<file path="src/rtl/comm_pkg.sv">
// rtl/comm_pkg.sv - shared opcodes, error codes, deframer state and frame sizing for the comm path
package comm_pkg;

  localparam logic [2:0] COMM_INVALID           = 3'd0;
  localparam logic [2:0] COMM_READ_ENABLE_MASK  = 3'd1;
  localparam logic [2:0] COMM_READ_PIN_MAP      = 3'd2;
  localparam logic [2:0] COMM_WRITE_ENABLE_MASK = 3'd3;
  localparam logic [2:0] COMM_WRITE_PIN_MAP     = 3'd4;

  localparam logic [1:0] ERR_BAD_OP  = 2'd1;
  localparam logic [1:0] ERR_TIMEOUT = 2'd2;
  localparam logic [1:0] ERR_OVERRUN = 2'd3;

  typedef enum logic [1:0] {
    ST_IDLE    = 2'd0,
    ST_PAYLOAD = 2'd1,
    ST_HOLD    = 2'd2
  } deframer_state_e;

  // Payload size in bytes of a write-enable-mask (is_map=0) or write-pin-map (is_map=1) frame.
  function automatic int payload_bytes(input bit is_map, input int output_count,
                                       input int input_count);
    int n;
    if (is_map) n = $clog2(input_count) * output_count / 8;
    else        n = output_count / 8;
    return n;
  endfunction

endpackage

</file>
<file path="src/rtl/cmd_deframer_if.sv">
// rtl/cmd_deframer_if.sv - complete-frame valid/ready handshake between deframer and register logic
interface cmd_deframer_if #(
  parameter int PAY_W = 32
);
  logic             cmd_valid;
  logic             cmd_ready;
  logic [2:0]       cmd_op;
  logic [PAY_W-1:0] cmd_payload;
  logic [3:0]       cmd_len;

  modport master (
    output cmd_valid,
    output cmd_op,
    output cmd_payload,
    output cmd_len,
    input  cmd_ready
  );

  modport slave (
    input  cmd_valid,
    input  cmd_op,
    input  cmd_payload,
    input  cmd_len,
    output cmd_ready
  );
endinterface

</file>
<file path="src/rtl/cmd_deframer_gap_timer.sv">
// rtl/cmd_deframer_gap_timer.sv - reloadable saturating down-counter with a single-cycle expire pulse
module gap_timer #(
  parameter int CYCLES = 4096
) (
  input  logic clk,
  input  logic rst_n,
  input  logic load,
  input  logic en,
  output logic expire
);
  localparam int W = $clog2(CYCLES + 1);

  logic [W-1:0] count;

  always_ff @(posedge clk or negedge rst_n) begin
    if (!rst_n) begin
      count <= '0;
    end else if (load) begin
      count <= W'(CYCLES);
    end else if (en && (count != '0)) begin
      count <= count - W'(1);
    end
  end

  // Fires on the edge that would take the count from 1 to 0; a saturated zero never re-fires.
  assign expire = en && !load && (count == W'(1));

endmodule

</file>
<file path="src/rtl/cmd_deframer.sv">
// rtl/cmd_deframer.sv - assembles opcode plus payload bytes into one atomic command frame
module cmd_deframer
  import comm_pkg::*;
#(
  parameter int OUTPUT_COUNT   = 16,
  parameter int INPUT_COUNT    = 4,
  parameter int TIMEOUT_CYCLES = 4096
) (
  input  logic               clk,
  input  logic               rst_n,
  input  logic               rx_valid,
  input  logic [7:0]         rx_byte,
  cmd_deframer_if.master     cmd,
  output logic               err_valid,
  output logic [1:0]         err_code
);
  localparam int EN_BYTES  = payload_bytes(1'b0, OUTPUT_COUNT, INPUT_COUNT);
  localparam int MAP_BYTES = payload_bytes(1'b1, OUTPUT_COUNT, INPUT_COUNT);
  localparam int PAY_BYTES = (EN_BYTES > MAP_BYTES) ? EN_BYTES : MAP_BYTES;
  localparam int PAY_W     = 8 * PAY_BYTES;

  deframer_state_e  state;
  logic             valid_q;
  logic [2:0]       op_q;
  logic [PAY_W-1:0] payload_q;
  logic [3:0]       len_q;
  logic [3:0]       byte_cnt;

  logic is_read_op;
  logic is_write_op;
  logic timer_load;
  logic timer_en;
  logic timer_expire;

  always_comb begin
    is_read_op  = (rx_byte == 8'(COMM_READ_ENABLE_MASK)) || (rx_byte == 8'(COMM_READ_PIN_MAP));
    is_write_op = (rx_byte == 8'(COMM_WRITE_ENABLE_MASK)) || (rx_byte == 8'(COMM_WRITE_PIN_MAP));
    timer_load  = rx_valid && (((state == ST_IDLE) && is_write_op) || (state == ST_PAYLOAD));
    timer_en    = (state == ST_PAYLOAD) && !rx_valid;
  end

  gap_timer #(
    .CYCLES(TIMEOUT_CYCLES)
  ) u_gap_timer (
    .clk    (clk),
    .rst_n  (rst_n),
    .load   (timer_load),
    .en     (timer_en),
    .expire (timer_expire)
  );

  always_ff @(posedge clk or negedge rst_n) begin
    if (!rst_n) begin
      state     <= ST_IDLE;
      valid_q   <= 1'b0;
      op_q      <= COMM_INVALID;
      payload_q <= '0;
      len_q     <= '0;
      byte_cnt  <= '0;
      err_valid <= 1'b0;
      err_code  <= 2'd0;
    end else begin
      err_valid <= 1'b0;
      case (state)
        ST_IDLE: begin
          if (rx_valid) begin
            if (is_read_op) begin
              op_q      <= rx_byte[2:0];
              len_q     <= '0;
              payload_q <= '0;
              valid_q   <= 1'b1;
              state     <= ST_HOLD;
            end else if (is_write_op) begin
              op_q      <= rx_byte[2:0];
              payload_q <= '0;
              byte_cnt  <= '0;
              len_q     <= (rx_byte == 8'(COMM_WRITE_ENABLE_MASK)) ? 4'(EN_BYTES) : 4'(MAP_BYTES);
              state     <= ST_PAYLOAD;
            end else begin
              err_valid <= 1'b1;
              err_code  <= ERR_BAD_OP;
            end
          end
        end

        ST_PAYLOAD: begin
          if (timer_expire) begin
            err_valid <= 1'b1;
            err_code  <= ERR_TIMEOUT;
            state     <= ST_IDLE;
          end else if (rx_valid) begin
            for (int i = 0; i < PAY_BYTES; i++) begin
              if (byte_cnt == 4'(i)) payload_q[8*i +: 8] <= rx_byte;
            end
            byte_cnt <= byte_cnt + 4'd1;
            if (byte_cnt == len_q - 4'd1) begin
              valid_q <= 1'b1;
              state   <= ST_HOLD;
            end
          end
        end

        ST_HOLD: begin
          // The frame is frozen here; anything arriving is dropped, even on the accept cycle.
          if (rx_valid) begin
            err_valid <= 1'b1;
            err_code  <= ERR_OVERRUN;
          end
          if (cmd.cmd_ready) begin
            valid_q <= 1'b0;
            state   <= ST_IDLE;
          end
        end

        default: state <= ST_IDLE;
      endcase
    end
  end

  assign cmd.cmd_valid   = valid_q;
  assign cmd.cmd_op      = op_q;
  assign cmd.cmd_payload = payload_q;
  assign cmd.cmd_len     = len_q;

endmodule

</file>
<file path="src/flat_wrapper.sv">
// flat-port wrapper written by rule: the top's interface ports become plain ports
module cmd_deframer_flat import comm_pkg::*;
#(
  parameter int OUTPUT_COUNT   = 16,
  parameter int INPUT_COUNT    = 4,
  parameter int TIMEOUT_CYCLES = 4096
)
  (clk, rst_n, rx_valid, rx_byte, err_valid, err_code, cmd_cmd_valid, cmd_cmd_op, cmd_cmd_payload, cmd_cmd_len, cmd_cmd_ready);
  cmd_deframer_if #(.PAY_W(32)) cmd_i ();
  input  logic clk;
  input  logic rst_n;
  input  logic rx_valid;
  input  logic [7:0] rx_byte;
  output logic err_valid;
  output logic [1:0] err_code;
  output wire logic [$bits(cmd_i.cmd_valid)-1:0] cmd_cmd_valid;
  output wire logic [$bits(cmd_i.cmd_op)-1:0] cmd_cmd_op;
  output wire logic [$bits(cmd_i.cmd_payload)-1:0] cmd_cmd_payload;
  output wire logic [$bits(cmd_i.cmd_len)-1:0] cmd_cmd_len;
  input wire logic [$bits(cmd_i.cmd_ready)-1:0] cmd_cmd_ready;
  assign cmd_cmd_valid = cmd_i.cmd_valid;
  assign cmd_cmd_op = cmd_i.cmd_op;
  assign cmd_cmd_payload = cmd_i.cmd_payload;
  assign cmd_cmd_len = cmd_i.cmd_len;
  assign cmd_i.cmd_ready = cmd_cmd_ready;
  cmd_deframer #(.OUTPUT_COUNT(OUTPUT_COUNT), .INPUT_COUNT(INPUT_COUNT), .TIMEOUT_CYCLES(TIMEOUT_CYCLES)) u_core (.clk(clk), .rst_n(rst_n), .rx_valid(rx_valid), .rx_byte(rx_byte), .cmd(cmd_i), .err_valid(err_valid), .err_code(err_code));
endmodule
</file>
<file path="config.mk">
export PLATFORM = sky130hd
export DESIGN_NAME = cmd_deframer_flat
export DESIGN_NICKNAME = d
export VERILOG_FILES = /design/src/rtl/comm_pkg.sv /design/src/rtl/cmd_deframer_if.sv /design/src/rtl/cmd_deframer_gap_timer.sv /design/src/rtl/cmd_deframer.sv /design/src/flat_wrapper.sv
export SDC_FILE = /design/constraint.sdc
export NUM_CORES = 1
export LEC_CHECK = 0
export ABC_CLOCK_PERIOD_IN_PS = 4800
export CAP_MARGIN = 25
export CORE_MARGIN = 2
export CORE_UTILIZATION = 51
export DETAILED_ROUTE_END_ITERATION = 12
export GPL_TIMING_DRIVEN = 0
export MAX_ROUTING_LAYER = met4
export PLACE_DENSITY = 0.77
export SLEW_MARGIN = 20
export SYNTH_ARGS = -nofsm -noshare
export SYNTH_HDL_FRONTEND = slang
export SYNTH_SLANG_ARGS = --single-unit
</file>
<file path="constraint.sdc">
create_clock -name clk -period 4.8 [get_ports clk]
set_clock_uncertainty 0.05 [all_clocks]
set_input_delay 1.2 -clock clk [delete_from_list [all_inputs] [get_ports clk]]
set_output_delay 1.2 -clock clk [all_outputs]
set_load 0.01 [all_outputs]
</file>
==> results of run 1 <==
-- per-stage QoR --
| stage | cells | setup WS [ns] | hold WS [ns] | total power, mW | utilization, % |
|---|---|---|---|---|---|
| global placement | 447 | 0.537 | 0.435 | 1.33 | 63.4 |
| finish | 465 | 1.27 | 0.460 | 1.80 | 67.0 |
| global route | 465 | 1.00 | 0.467 | 1.91 | 67.0 |
| CTS | 464 | 1.07 | 0.457 | 1.81 | 66.9 |
| detailed placement | 448 | 0.738 | 0.434 | 1.36 | 63.7 |
| floorplan | 320 | 1.69 | 0.460 | 1.06 | - |
-- critical path: cells and delay by family --
kind	cells	cell delay [ns]
simple gates	2	0.73
buf+inv	4	1.37
compound gates	2	0.40
-- synth_stat cells (2+ instances only) --
library cell	instances	area share, %
ha_1	13	5.1
or3_1	9	1.8
o211ai_1	17	4.0
nor2b_1	3	0.59
nand3b_1	2	0.47
or4_1	5	1.2
a21oi_1	17	2.7
nor4_1	4	0.79
dfrtp_1	60	47
a22oi_1	2	0.47
or2_2	5	0.98
nor3_1	5	0.79
a211o_1	2	0.55
a22o_1	13	3.6
nand3_1	18	2.8
o22ai_1	2	0.39
xnor2_1	4	1.1
nand4_1	5	0.98
o21ai_0	11	1.7
a22o_2	4	1.3
nor2_1	11	1.3
and3b_1	4	1.1
mux2_2	3	1.1
mux2i_1	3	0.94
inv_1	15	1.8
nand2_1	32	3.8
a21o_1	4	0.94
clkbuf_1	11	1.3
nand2b_1	3	0.59
o31ai_1	4	0.94
buf_4	2	0.47
-- layout make-up --
cell class | count | area (µm²) | share of cell area (%)
Timing Repair Buffer | 54 | 543 | 13.5
Tap cell | 75 | 93.8 | 2.34
Clock buffer | 10 | 128 | 3.18
Clock inverter | 6 | 63.8 | 1.59
Sequential cell | 60 | 1500 | 37.4
Buffer | 15 | 65.1 | 1.62
Multi-Input combinational cell | 230 | 1560 | 38.9
Inverter | 15 | 56.3 | 1.40
-- where the power goes --
| group | switching (mW) | internal [mW] | total, mW |
|---|---|---|---|
| registers | 0.0967 | 0.621 | 0.717 |
| clock network | 0.211 | 0.240 | 0.450 |
| logic | 0.327 | 0.307 | 0.634 |
-- metal layers --
| layer | GRT usage [%] | vias up |
|---|---|---|
| met5 | - | - |
| li1 | - | 1319 |
| met2 | 36.7 | 79 |
| met3 | 4.27 | 24 |
| met4 | 10.4 | 0 |
| met1 | 32.3 | 1373 |
-- state kept, by name, indices dropped and copies added, names as in the netlist --
name / flops
u_core.u_gap_timer.count: 13
u_core.cmd.cmd_valid: 1
u_core.cmd.cmd_op: 3
u_core.state: 2
u_core.cmd.cmd_payload: 32
u_core.cmd.cmd_len: 2
u_core.byte_cnt: 4
u_core.err_code: 2
u_core.err_valid: 1
-- kinds of logic after synthesis --
kind of cell | after synthesis
flops | 60
fa+ha+maj | 13
other cells | 1
mux | 6
simple gates | 111
xor+xnor | 5
compound gates | 93
buf+inv | 30
-- worst min path at each step --
| stage | cells past startpoint | to | start |
|---|---|---|---|
| 2_1_floorplan | 1 | u_core.byte_cnt[3] | u_core.byte_cnt[3] |
| 3_3_place_gp | 1 | u_core.cmd.cmd_payload[29] | u_core.cmd.cmd_payload[29] |
| 3_5_place_dp | 1 | u_core.cmd.cmd_payload[13] | u_core.cmd.cmd_payload[13] |
| 4_1_cts | 1 | u_core.cmd.cmd_payload[13] | u_core.cmd.cmd_payload[13] |
| 5_1_grt | 1 | u_core.cmd.cmd_payload[3] | u_core.cmd.cmd_payload[3] |
| 6_report | 1 | u_core.cmd.cmd_payload[13] | u_core.cmd.cmd_payload[13] |
==> results.toml, run 1 <==
[cells_and_area]
final_layout_size_suffix_gt1_share_pct = 9.49
final_nets = 410
n_antenna_cell = 0
mostFrequentLayoutCell = "dfrtp_1"
num-fill-cells = 463
final_cell_mix = "60 x dfrtp_1, 51 x clkdlybuf4s50_1, 32 x nand2_1"
design_area_um2 = 4010
syn2layout_area_growth_pct = 26.2

[clock_network]
postCtsResizedCells = 0
clock_latency_ns = 0.34
cts_hold_buffers = 0
cts_sinks = 60
post_cts_buffers = 0
clk_transition_reported_paths_ns = 0.08
cts_htree_levels = 3
clk_path_buf_depth = 2
cts_tree = "yes"
cts_made_buffers = 9
clock-root-buffer = "clkbuf_8"

[floorplanning]
design.core.area_um2 = 5990
start_util_pct = 53.1
row_count = 28
dieHeight_um = 83.0
dieWidth_um = 83.0
ioPinCount = 55
die_area_um2 = 6880

[sta]
setup_viol = 0
fmax_mhz = 284
post-route-min-period_ns = 3.53
timing.slew.headroom_pct = 45.3
finalSetupTns_ns = 0
final.period_utilization_pct = 73.5
rsz0062_at_grt = "false"
slew_violations = 0
hold_violations = 0
worstMarginPinSlew_ns = 0.813

[drt]
vias_per_cell = 6.01
drtIter0Drc = 150
met2_length_mm = 3.69
first_pass_iters = 4
dr_wl_met3_um = 325
num_vias = 2795
drtAntennaViolNets = 0
wl_met1_mm = 3.61
drc = 0
highest_layer = "met4"
routedWlPerCell_um = 16.9
wl_mm = 7.87

[setup_path]
reg2reg_to = "u_core.cmd.cmd_op[0]"
critPathLaunch = "rx_byte[3]"
cp_data_arrival_time_ns = 3.70
rr_startpoint = "u_core.state[1]"
rrSetupSlack_ns = 2.21
critical_path.max_fanout = 10
worstPathRequired_ns = 4.97
endpoint = "u_core.cmd.cmd_payload[23]"
cp_slowest_cell = "nor4_1"
rr_worst_depth = 7
worstSetupPathType = "in -> reg"
startpoint_type = "input port"
cpPeakStageDelay_ns = 0.60
crit_chain = "clkdlybuf4s50_1, nor4_1, clkbuf_2, a41oi_2, buf_2, clkbuf_1, nand2_1, o211ai_1"
crit_path_end_kind = "flip-flop"

[place]
dp_hpwl_mm = 5.51
place.port_buffers = 52
gp_congestion = 0.871
dpl_cell_area_um2 = 3820

[global_route]
grt_pass1_wl_mm = 13.1
gr-total-overflow = 0
grt_start_max_net_pins = 33
grt_pass1_vias = 2671
grt_antenna_before_repair = 0
track_usage_pct = 24.2

[synthesis]
synthArstFlopShare_pct = 100
synthAdderAreaFrac_pct = 5.11
synth_edf_count = 0
synth.avg_cell_area_um2 = 9.97
synth-compound-area-share_pct = 22.0
synth-seq-cells = 60
synthMuxAreaShare_pct = 2.01
synth_seq_area_share_pct = 47.2
syn_inst = 319
yosysWarningCount = 0
synth_top_flop_cell = "dfrtp_1"
synth_simple_gate_area_share_pct = 18.4
ys_types = 57
synth_top_family_by_area = "compound AO/OA/AOI/OAI gates"
netlist_area_um2 = 3180
synth_xor_xnor_area_share_pct = 1.38

[power]
power_density_nw_per_um2 = 449
leakagePower_nw = 1.78
ir_drop_mv = 0.290

[worst_hold_path]
min_path_type = "reg -> reg"

[flow_run]
drv_cap = 0

[run_status]
status = "finished clean"
No activity file was read; power rests on OpenSTA's default activity.
==> inputs of run 2 (changes only) <==
ABC_CLOCK_PERIOD_IN_PS = 3300   (was 4800)
clock period = 3.3 ns   (was 4.8 ns; I/O delays follow)
==> results.toml, run 2 (same netlist as run 1, synthesis figures left out) <==
[sta]
hold_slack_ns = 0.349
final.period_utilization_pct = 92.3
rsz0062_at_grt = "false"
fmax_mhz = 328
finalSetupTns_ns = 0
timing.slew.headroom_pct = 45.4
setup_viol = 0
hold_violations = 0
worstMarginPinSlew_ns = 0.811
setup_ws_ns = 0.253
slew_violations = 0
post-route-min-period_ns = 3.05

[drt]
wl_mm = 7.87
drtIter0Drc = 139
num_vias = 2785
routedWlPerCell_um = 16.9
vias_per_cell = 5.98
drtAntennaViolNets = 0
first_pass_iters = 4
drc = 0

[power]
leakagePower_nw = 1.79
combPwrFrac_pct = 35.2
p_total_mw = 2.62
seqPwrFrac_pct = 39.8
p_int_mw = 1.70
ir_drop_mv = 0.420
netSwitchingFraction_pct = 35.3
p_sw_mw = 0.925
power_density_nw_per_um2 = 650
pwr-share-clk_pct = 25.1

[floorplanning]
dieWidth_um = 83.0
dieHeight_um = 83.0
die_area_um2 = 6880
row_count = 28
ioPinCount = 55
design.core.area_um2 = 5990
start_util_pct = 53.1

[clock_network]
cts_made_buffers = 9
clk_transition_reported_paths_ns = 0.07
cts_sinks = 60
clk_path_buf_depth = 2
clock-root-buffer = "clkbuf_8"
cts_tree = "yes"
cts_hold_buffers = 0
cts_htree_levels = 3
clock_latency_ns = 0.35

[cells_and_area]
largest_reg_flops = 32
design_area_um2 = 4030
final_nets = 411
final_layout_size_suffix_gt1_share_pct = 10.2
final_cell_mix = "60 x dfrtp_1, 51 x clkdlybuf4s50_1, 32 x nand2_1"
n_antenna_cell = 0
mostFrequentLayoutCell = "dfrtp_1"
syn2layout_area_growth_pct = 26.8

[setup_path]
startpoint_type = "input port"
cp_data_arrival_time_ns = 3.23
crit_path_end_kind = "flip-flop"
rr_worst_depth = 7
critical_path.max_fanout = 6
worstPathRequired_ns = 3.48
worstSetupPathType = "in -> reg"

[global_route]
grt_start_max_net_pins = 33
grt_pass1_vias = 2672
gr-total-overflow = 0
grt_antenna_before_repair = 0
grt_pass1_wl_mm = 13.1
track_usage_pct = 24.2

[run_status]
status = "finished clean"

[place]
preCtsSetupSlack_ns = -0.387
dp_hpwl_mm = 5.51
place.port_buffers = 52
dpl_cell_area_um2 = 3820
gp_congestion = 0.871

[worst_hold_path]
min_path_type = "in -> async"

[flow_run]
drv_cap = 0
-- run 2: changes by cell type in the layout (fill, tap and decap cells not counted) --
cell / change
nor4_1: -1
clkbuf_2: -1
buf_4: +3
nor4_2: +1
clkbuf_1: -1
-- run 2: layer usage --
metal / up-vias / global-route usage (%) / share of wire [%]
li1: 1323 / - / -
met1: 1379 / 32.3 / 46
met2: 66 / 36.7 / 47
met3: 17 / 4.27 / 3.9
met4: 0 / 10.4 / 2.5
met5: - / - / 0
-- run 2: final timing paths --
path,slack (ns),to,from
min reg2reg,0.46,u_core.cmd.cmd_payload[13],u_core.cmd.cmd_payload[13]
max reg2reg,0.71,u_core.cmd.cmd_op[0],u_core.state[1]
min,0.35,u_core.cmd.cmd_len[2],rst_n
max in group asynchronous,2.35,u_core.cmd.cmd_payload[13],rst_n
max,0.25,u_core.cmd.cmd_valid,rx_byte[3]
min in group clk,0.46,u_core.cmd.cmd_payload[13],u_core.cmd.cmd_payload[13]
-- run 2: critical path, cell delays in order --
cell	delay, ns
clkdlybuf4s50_1	0.56
or4_1	0.59
or4_1	0.50
a2111oi_2	0.38
mux2_2	0.37
-- run 2: metrics by stage --
stage / instances / utilization, %
CTS: 464 / 67.0
global route: 466 / 67.3
global placement: 447 / 63.4
finish: 466 / 67.3
floorplan: 320 / -
detailed placement: 448 / 63.7
-- run 2: power by group through the flow --
| stage | clock (mW) | combinational, mW | sequential, mW |
|---|---|---|---|
| finish | 0.658 | 0.922 | 1.04 |
| global route | 0.700 | 1.01 | 1.07 |
| CTS | 0.663 | 0.925 | 1.04 |
| detailed placement | 0 | 0.917 | 1.05 |
| global placement | 0 | 0.890 | 1.05 |
| floorplan | 0 | 0.457 | 1.09 |
-- run 2: area by class of cell --
cell class | count | area [µm²]
repair buffers | 56 | 561
clock buffers | 10 | 128
clock inverters | 6 | 63.8
flip-flops and latches | 60 | 1500
plain buffers | 14 | 61.3
well taps | 75 | 93.8
inverters | 15 | 56.3
fillers | 456 | 1960
multi-input cells | 230 | 1570
-- run 2: timing repair --
item,in CTS,in global routing
endpoints found under the setup margin,12,10
resized for setup,1,0
hold endpoints to repair,0,0
pin swaps,0,1
buffers inserted,0,3
